--- config.mk ---
export PLATFORM = sky130hd
export DESIGN_NAME = bank_scheduler_response_latency_tracker
export DESIGN_NICKNAME = d
export VERILOG_FILES = /design/src/rtl/bank_sched_stats_pkg.sv /design/src/rtl/bank_sched_outstanding_table.sv /design/src/rtl/bank_scheduler_response_latency_tracker.sv
export SDC_FILE = /design/constraint.sdc
export NUM_CORES = 2
export LEC_CHECK = 0
export BUFFER_PORTS_ARGS = -buffer_cell sky130_fd_sc_hd__buf_2
export CAP_MARGIN = 10
export CELL_PAD_IN_SITES_DETAIL_PLACEMENT = 1
export CELL_PAD_IN_SITES_GLOBAL_PLACEMENT = 2
export CORE_MARGIN = 1.5
export CORE_UTILIZATION = 43
export CTS_CLUSTER_DIAMETER = 120
export DETAILED_ROUTE_END_ITERATION = 12
export GPL_ROUTABILITY_DRIVEN = 0
export PLACE_DENSITY_LB_ADDON = 0.25
export SYNTH_ARGS = -nofsm -noshare
export SYNTH_HDL_FRONTEND = slang
export SYNTH_SLANG_ARGS = --single-unit
--- constraint.sdc ---
create_clock -name clk -period 19.74 [get_ports clk]
set_clock_uncertainty 0.1 [all_clocks]
set_input_delay 3.948 -clock clk [delete_from_list [all_inputs] [get_ports clk]]
set_output_delay 3.948 -clock clk [all_outputs]
set_load 0.005 [all_outputs]
--- src/rtl/bank_sched_stats_pkg.sv ---
`default_nettype none
// +------------------------------------------------------------------------+
// | bank_sched_stats_pkg                                                   |
// | Shared entry layout and saturating arithmetic for the latency tracker. |
// | Revision: 1.0                                                          |
// +------------------------------------------------------------------------+
package bank_sched_stats_pkg;

   localparam int LAT_W = 32;
   localparam int SUM_W = 48;

   typedef struct packed {
      logic        valid;
      logic [31:0] id;
      logic [31:0] addr;
      logic        rd;
      logic        wr;
      logic [63:0] issue_cycle;
   } entry_t;

   function automatic logic [LAT_W-1:0] sat_latency(input logic [63:0] diff);
      return (|diff[63:LAT_W]) ? {LAT_W{1'b1}} : diff[LAT_W-1:0];
   endfunction

   function automatic logic [SUM_W-1:0] sat_add_sum(input logic [SUM_W-1:0] a,
                                                    input logic [LAT_W-1:0] b);
      logic [SUM_W:0] s;
      s = {1'b0, a} + {{(SUM_W-LAT_W+1){1'b0}}, b};
      return s[SUM_W] ? {SUM_W{1'b1}} : s[SUM_W-1:0];
   endfunction

   function automatic logic [31:0] sat_inc32(input logic [31:0] a);
      return (&a) ? a : a + 32'd1;
   endfunction

   function automatic logic [15:0] sat_inc16(input logic [15:0] a);
      return (&a) ? a : a + 16'd1;
   endfunction

endpackage
`default_nettype wire

--- src/rtl/bank_sched_outstanding_table.sv ---
`default_nettype none
// +------------------------------------------------------------------------+
// | bank_sched_outstanding_table                                           |
// | Outstanding-request table: lowest-free allocation, lowest-match CAM.   |
// | Revision: 1.0                                                          |
// +------------------------------------------------------------------------+
module bank_sched_outstanding_table
   import bank_sched_stats_pkg::*;
#(
   parameter int DEPTH = 16,
   localparam int IDX_W = $clog2(DEPTH)
) (
   input  logic            clk,
   input  logic            reset,
   input  logic            alloc_req,
   input  entry_t          alloc_entry,
   input  logic            lookup_req,
   input  logic [31:0]     lookup_id,
   output logic            drop,
   output logic            hit,
   output entry_t          hit_entry,
   output logic [IDX_W:0]  count,
   output logic            full
);

   entry_t           r_entries [DEPTH];
   logic             w_free_any;
   logic [IDX_W-1:0] w_free_idx;
   logic             w_match;
   logic [IDX_W-1:0] w_hit_idx;
   logic [IDX_W:0]   w_count;

   // Scan high-to-low so the lowest index is the last (winning) assignment;
   // everything here sees the table as it stood before this cycle's writes.
   always_comb begin
      w_free_any = 1'b0;
      w_free_idx = '0;
      w_match    = 1'b0;
      w_hit_idx  = '0;
      w_count    = '0;
      for (int i = DEPTH - 1; i >= 0; i--) begin
         if (!r_entries[i].valid) begin
            w_free_any = 1'b1;
            w_free_idx = IDX_W'(i);
         end
         if (r_entries[i].valid && (r_entries[i].id == lookup_id)) begin
            w_match   = 1'b1;
            w_hit_idx = IDX_W'(i);
         end
         w_count = w_count + {{IDX_W{1'b0}}, r_entries[i].valid};
      end
   end

   assign hit       = lookup_req & w_match;
   assign hit_entry = r_entries[w_hit_idx];
   assign drop      = alloc_req & ~w_free_any;
   assign count     = w_count;
   assign full      = (w_count == (IDX_W+1)'(DEPTH));

   always_ff @(posedge clk) begin
      if (reset) begin
         for (int i = 0; i < DEPTH; i++) begin
            r_entries[i].valid <= 1'b0;
         end
      end else begin
         if (alloc_req && w_free_any) begin
            r_entries[w_free_idx] <= alloc_entry;
         end
         if (hit) begin
            r_entries[w_hit_idx].valid <= 1'b0;
         end
      end
   end

endmodule
`default_nettype wire

--- src/rtl/bank_scheduler_response_latency_tracker.sv ---
`default_nettype none
// +------------------------------------------------------------------------+
// | bank_scheduler_response_latency_tracker                                |
// | Per-bank request latency statistics; CSV log via                       |
// | BANK_SCHED_RESP_CSV_LOG_EN.                                            |
// | Revision: 1.0                                                          |
// +------------------------------------------------------------------------+
module bank_scheduler_response_latency_tracker
   import bank_sched_stats_pkg::*;
#(
   parameter int RANK      = 0,
   parameter int BANKGROUP = 0,
   parameter int BANK      = 0,
   parameter int DEPTH     = 16
) (
   input  logic                    clk,
   input  logic                    reset,
   input  logic                    req_fire,
   input  logic                    rd_en,
   input  logic                    wr_en,
   input  logic [31:0]             addr,
   input  logic [31:0]             request_id,
   input  logic                    resp_fire,
   input  logic [31:0]             resp_id,
   input  logic [63:0]             globalCycle,
   output logic [$clog2(DEPTH):0]  outstanding,
   output logic                    table_full,
   output logic [31:0]             rd_done,
   output logic [31:0]             wr_done,
   output logic [SUM_W-1:0]        lat_sum,
   output logic [LAT_W-1:0]        lat_min,
   output logic [LAT_W-1:0]        lat_max,
   output logic [15:0]             drop_cnt,
   output logic [15:0]             orphan_cnt
);

   if ((DEPTH < 2) || (DEPTH > 64) || ((DEPTH & (DEPTH - 1)) != 0) ||
       (RANK < 0) || (BANKGROUP < 0) || (BANK < 0)) begin : g_bad_params
      $error("bank_scheduler_response_latency_tracker: illegal parameters");
   end

   entry_t             w_alloc_entry;
   entry_t             w_hit_entry;
   logic               w_hit;
   logic               w_drop;
   logic [LAT_W-1:0]   w_latency;

   logic [31:0]        r_rd_done;
   logic [31:0]        r_wr_done;
   logic [SUM_W-1:0]   r_lat_sum;
   logic [LAT_W-1:0]   r_lat_min;
   logic [LAT_W-1:0]   r_lat_max;
   logic [15:0]        r_drop_cnt;
   logic [15:0]        r_orphan_cnt;

   assign w_alloc_entry = '{valid: 1'b1, id: request_id, addr: addr, rd: rd_en,
                            wr: wr_en, issue_cycle: globalCycle};

   bank_sched_outstanding_table #(
      .DEPTH (DEPTH)
   ) u_table (
      .clk         (clk),
      .reset       (reset),
      .alloc_req   (req_fire),
      .alloc_entry (w_alloc_entry),
      .lookup_req  (resp_fire),
      .lookup_id   (resp_id),
      .drop        (w_drop),
      .hit         (w_hit),
      .hit_entry   (w_hit_entry),
      .count       (outstanding),
      .full        (table_full)
   );

   assign w_latency = sat_latency(globalCycle - w_hit_entry.issue_cycle);

   always_ff @(posedge clk) begin
      if (reset) begin
         r_rd_done    <= '0;
         r_wr_done    <= '0;
         r_lat_sum    <= '0;
         r_lat_min    <= '1;
         r_lat_max    <= '0;
         r_drop_cnt   <= '0;
         r_orphan_cnt <= '0;
      end else begin
         if (w_hit) begin
            r_lat_sum <= sat_add_sum(r_lat_sum, w_latency);
            if (w_latency < r_lat_min) r_lat_min <= w_latency;
            if (w_latency > r_lat_max) r_lat_max <= w_latency;
            if (w_hit_entry.rd) r_rd_done <= sat_inc32(r_rd_done);
            if (w_hit_entry.wr) r_wr_done <= sat_inc32(r_wr_done);
         end else if (resp_fire) begin
            r_orphan_cnt <= sat_inc16(r_orphan_cnt);
         end
         if (w_drop) begin
            r_drop_cnt <= sat_inc16(r_drop_cnt);
         end
      end
   end

   assign rd_done    = r_rd_done;
   assign wr_done    = r_wr_done;
   assign lat_sum    = r_lat_sum;
   assign lat_min    = r_lat_min;
   assign lat_max    = r_lat_max;
   assign drop_cnt   = r_drop_cnt;
   assign orphan_cnt = r_orphan_cnt;

`ifdef BANK_SCHED_RESP_CSV_LOG_EN
   initial begin
      $display("output_request_stats_scheduler_rank%0d_bg%0d_bank%0d.csv",
               RANK, BANKGROUP, BANK);
      $display("RequestID,Address,Read,Write,IssueCycle,CompleteCycle,Latency");
   end

   // Rows follow the same edge that commits the statistics.
   always @(posedge clk) begin
      if (!reset) begin
         if (w_hit)
            $display("%0d,0x%08h,%0d,%0d,%0d,%0d,%0d", w_hit_entry.id,
                     w_hit_entry.addr, w_hit_entry.rd, w_hit_entry.wr,
                     w_hit_entry.issue_cycle, globalCycle, w_latency);
         if (w_drop)
            $display("DROP,%0d,%0d", request_id, globalCycle);
         if (resp_fire && !w_hit)
            $display("ORPHAN,%0d,%0d", resp_id, globalCycle);
      end
   end
`endif

endmodule
`default_nettype wire

==> impl_metrics.csv <==
group,metric,value,unit
status,outcome,"complete, no violations",
yosys,synth_top_area_share,57.60,%
finish,syn_to_final_growth,13.62,%
worst_setup_path,critical_path_class,"in2reg",
yosys,synth_edf_count,1568,
yosys,synth.area.top_cells,"edfxtp_1 58%, dfxtp_1 5.5%, xor2_1 5.0%",
yosys,async_reset_ff_share,0,%
timing,slew_viol_final,0,
die,die_h,439,µm
timing,setup_violations,0,
cts,cts_setup_buffers,0,
yosys,synth_mux_area_share,2.255,%
min_path,worstHoldPathType,"reg2reg",
timing,whs,0.4033,ns
timing,fin_crit_sh,91.06,%
worst_setup_path,crit_required,20.39,ns
yosys,synth_compound_gate_area_share,7.826,%
cts,cts-root-buf,"clkbuf_16",
yosys,seq_area_frac_synth,63.09,%
power_and_ir_drop,cellLeakagePower,33.79,nW
timing,rsz0062_at_grt,"false",
yosys,synthXorXnorAreaFrac,7.007,%
worst_setup_path,startpoint_type,"input pin",
finish,final_util,49.30,%
worst_setup_path,crit_slowest_cell,"a311oi_1",
die,die_area,192700,µm²
timing,tightest_slew,1.232,ns
finish,final_cell_mix,"1568 x edfxtp_1, 1065 x nand2_1, 470 x xor2_1, 355 x a21oi_1, 346 x buf_2",
timing,period_needed,17.97,ns
cts,htree_levels,4,
yosys,synth_fp_nets,7128,
yosys,syn_inst,6784,
routing,drc,0,
routing,wirelength,279.4,mm
power_and_ir_drop,ir_drop,0.07030,mV
die,core_area,188400,µm²
yosys,synth_top_area_cell,"edfxtp_1",
global_route,grt_max_degree,100,
timing,report.final.hold_viol_count,0,
timing,setup-tns-final,0,ns
placed_design,io_buffers,347,
placed_design,dpl.cell_count,9416,
worst_setup_path,worstSetupEndpointType,"flip-flop",
global_route,grt_pass1_wl,402.4,mm
routing,antenna_left,0,
yosys,synthAdderAreaFrac,2.835,%
placed_design,post_dp_cell_area,86630,µm²
worst_setup_path,crit_path_max_incr_delay,0.97,ns
finish,finalNonFillerCells,9781,
routing,num_vias,58430,
yosys,synth_simple_gate_area_share,14.58,%
flow_run,maxCapViolCount,0,
routing,firstDrtPassIters,5,
yosys,synth.distinct_cells,88,
die,initial_utilization,43.39,%
cts,clkTransAtPathRegs,0.06,ns
cts,cts_tree,"yes",
global_route,grt-ovfl-total,0,
yosys,ys_seq_elements,1792,
die,fp-row-count,159,
timing,relSlewSlack,17.85,%
yosys,netlist_area,81740,µm²
finish,nNetsFinal,7460,
finish,drive_above_1_share,11.61,%
routing,avgRoutedWirePerCell,28.56,µm
cts,cts_hold_buffers,0,
yosys,synth_top_family_by_area,"simple AND/OR/NAND/NOR gates",
global_route,grt_pass1_vias,58960,
yosys,syn_area_per_cell,12.05,µm²
global_route,antenna_found_initial,30,
global_route,grt_use_total,28.42,%
yosys,ys_dominant_reg_cell,"edfxtp_1",
finish,nFillCells,19450,
routing,drt_iter0_markers,5573,
cts,post_cts_resized,0,
cts,cts_buffers,193,
yosys,ys_warn_count,0,
timing,max_freq,55.63,MHz
worst_setup_path,worstPathMaxFanout,49,
worst_setup_path,arrival,18.63,ns
finish,final_cell_area,92880,µm²
cts,clk_latency,0.86,ns
die,die_w,439,µm
die,ioPinCount,380,
cts,cts.sinks,1792,
placed_design,dp_hpwl,174.7,mm
routing,vias_per_cell,5.974,
cts,clockBufferDepth,3,
power_and_ir_drop,power.density,88.07,nW/µm²
worst_setup_path,cpMostUsedCell,"a21oi_1",
finish,final_common_cell,"edfxtp_1",
## routing by layer
metal,global-route usage (%),wire (µm),vias to the layer above
li1,-,-,25630
met3,4.432,20790,516
met5,0,101,-
met4,9.220,8972,14
met2,46.21,131200,2174
met1,38.93,118300,30100
## kinds of logic (layout without fill, tap and decap cells)
| kind of cell | count (synthesis) | after routing |
|---|---|---|
| compound gates | 992 | 992 |
| mux | 184 | 184 |
| flops | 1792 | 1792 |
| other cells | 0 | 7 |
| fa+ha+maj | 178 | 178 |
| simple gates | 2495 | 2495 |
| buf+inv | 489 | 984 |
| xor+xnor | 654 | 654 |
## area by class of cell
cell class / count / area [µm²] / share of cell area [%]
inverter: 139 / 521.8 / 0.5618
tap: 2495 / 3122 / 3.361
multi-input combinational: 4503 / 28390 / 30.57
sequential: 1792 / 51570 / 55.52
clock buffer: 242 / 5117 / 5.510
clock inverter: 116 / 1111 / 1.196
timing repair buffer: 487 / 3032 / 3.264
antenna: 7 / 17.52 / 0.01886
## worst paths after layout
path | endpoint | cells after the start | startpoint | slack, ns
worst min register to register | wr_done[8] | 2 | wr_done[8] | 0.40
worst max register to register | lat_max[9] | 47 | u_table.r_entries[14][99] | 5.18
worst min-delay path | wr_done[8] | 2 | wr_done[8] | 0.40
worst max-delay path | lat_max[9] | 48 | resp_id[17] | 1.77
## power by group
group          internal [W]  leakage (nW)  switching [W]
Clock               0.00204          3.02        0.00157
Sequential          0.00413          15.9     0.00000622
Combinational      0.000107          14.8       0.000324
Total               0.00628          33.8        0.00190
## registers in the layout, indices dropped and copies added, names as in the netlist
register           flops
lat_sum               48
drop_cnt              16
wr_done               32
orphan_cnt            16
u_table.r_entries   1584
rd_done               32
lat_min               32
lat_max               32
## synth_stat cells, types with 11 or more instances
| master | instances |
|---|---|
| o21bai_1 | 17 |
| nor2_1 | 301 |
| nand2_1 | 1067 |
| or4_1 | 19 |
| nor4b_1 | 11 |
| nor2b_1 | 30 |
| xnor2_1 | 184 |
| o21a_1 | 23 |
| dfxtp_1 | 224 |
| a211oi_1 | 77 |
| nor3_1 | 100 |
| o21ai_0 | 226 |
| nand2b_1 | 45 |
| a311oi_2 | 27 |
| nand4b_1 | 13 |
| fa_1 | 12 |
| nand3_1 | 291 |
| and4_1 | 14 |
| and2_1 | 18 |
| a211o_1 | 16 |
| buf_1 | 35 |
| mux2i_1 | 183 |
| nor4_1 | 167 |
| clkbuf_1 | 255 |
| a21o_1 | 78 |
| or3_1 | 34 |
| o221ai_1 | 39 |
| ha_1 | 166 |
| buf_2 | 45 |
| edfxtp_1 | 1568 |
| nand4_1 | 134 |
| o211ai_1 | 11 |
| xor2_1 | 470 |
| a21oi_1 | 355 |
| inv_1 | 138 |
| a31oi_1 | 29 |
| and3_1 | 216 |
## critical path, delay by kind of cell
kind                       cells  cell delay [ns]
and+or+nand+nor               19             5.09
buffers and inverters          4             1.50
muxes                          1             0.33
AOI/OAI and AO/OA             20             6.25
xor gates and xnor gates       1             0.21
adders and majority gates      3             1.14
## through the flow
| stage | total power, W | setup slack [ns] |
|---|---|---|
| detailed placement | 0.004640 | 1.182 |
| global placement | 0.004631 | 1.512 |
| floorplan | 0.004433 | 4.560 |
| CTS | 0.008230 | 2.070 |
| finish | 0.008180 | 1.766 |
| global route | 0.008380 | 1.158 |
Note: power is estimated with default switching activity, not from simulation.
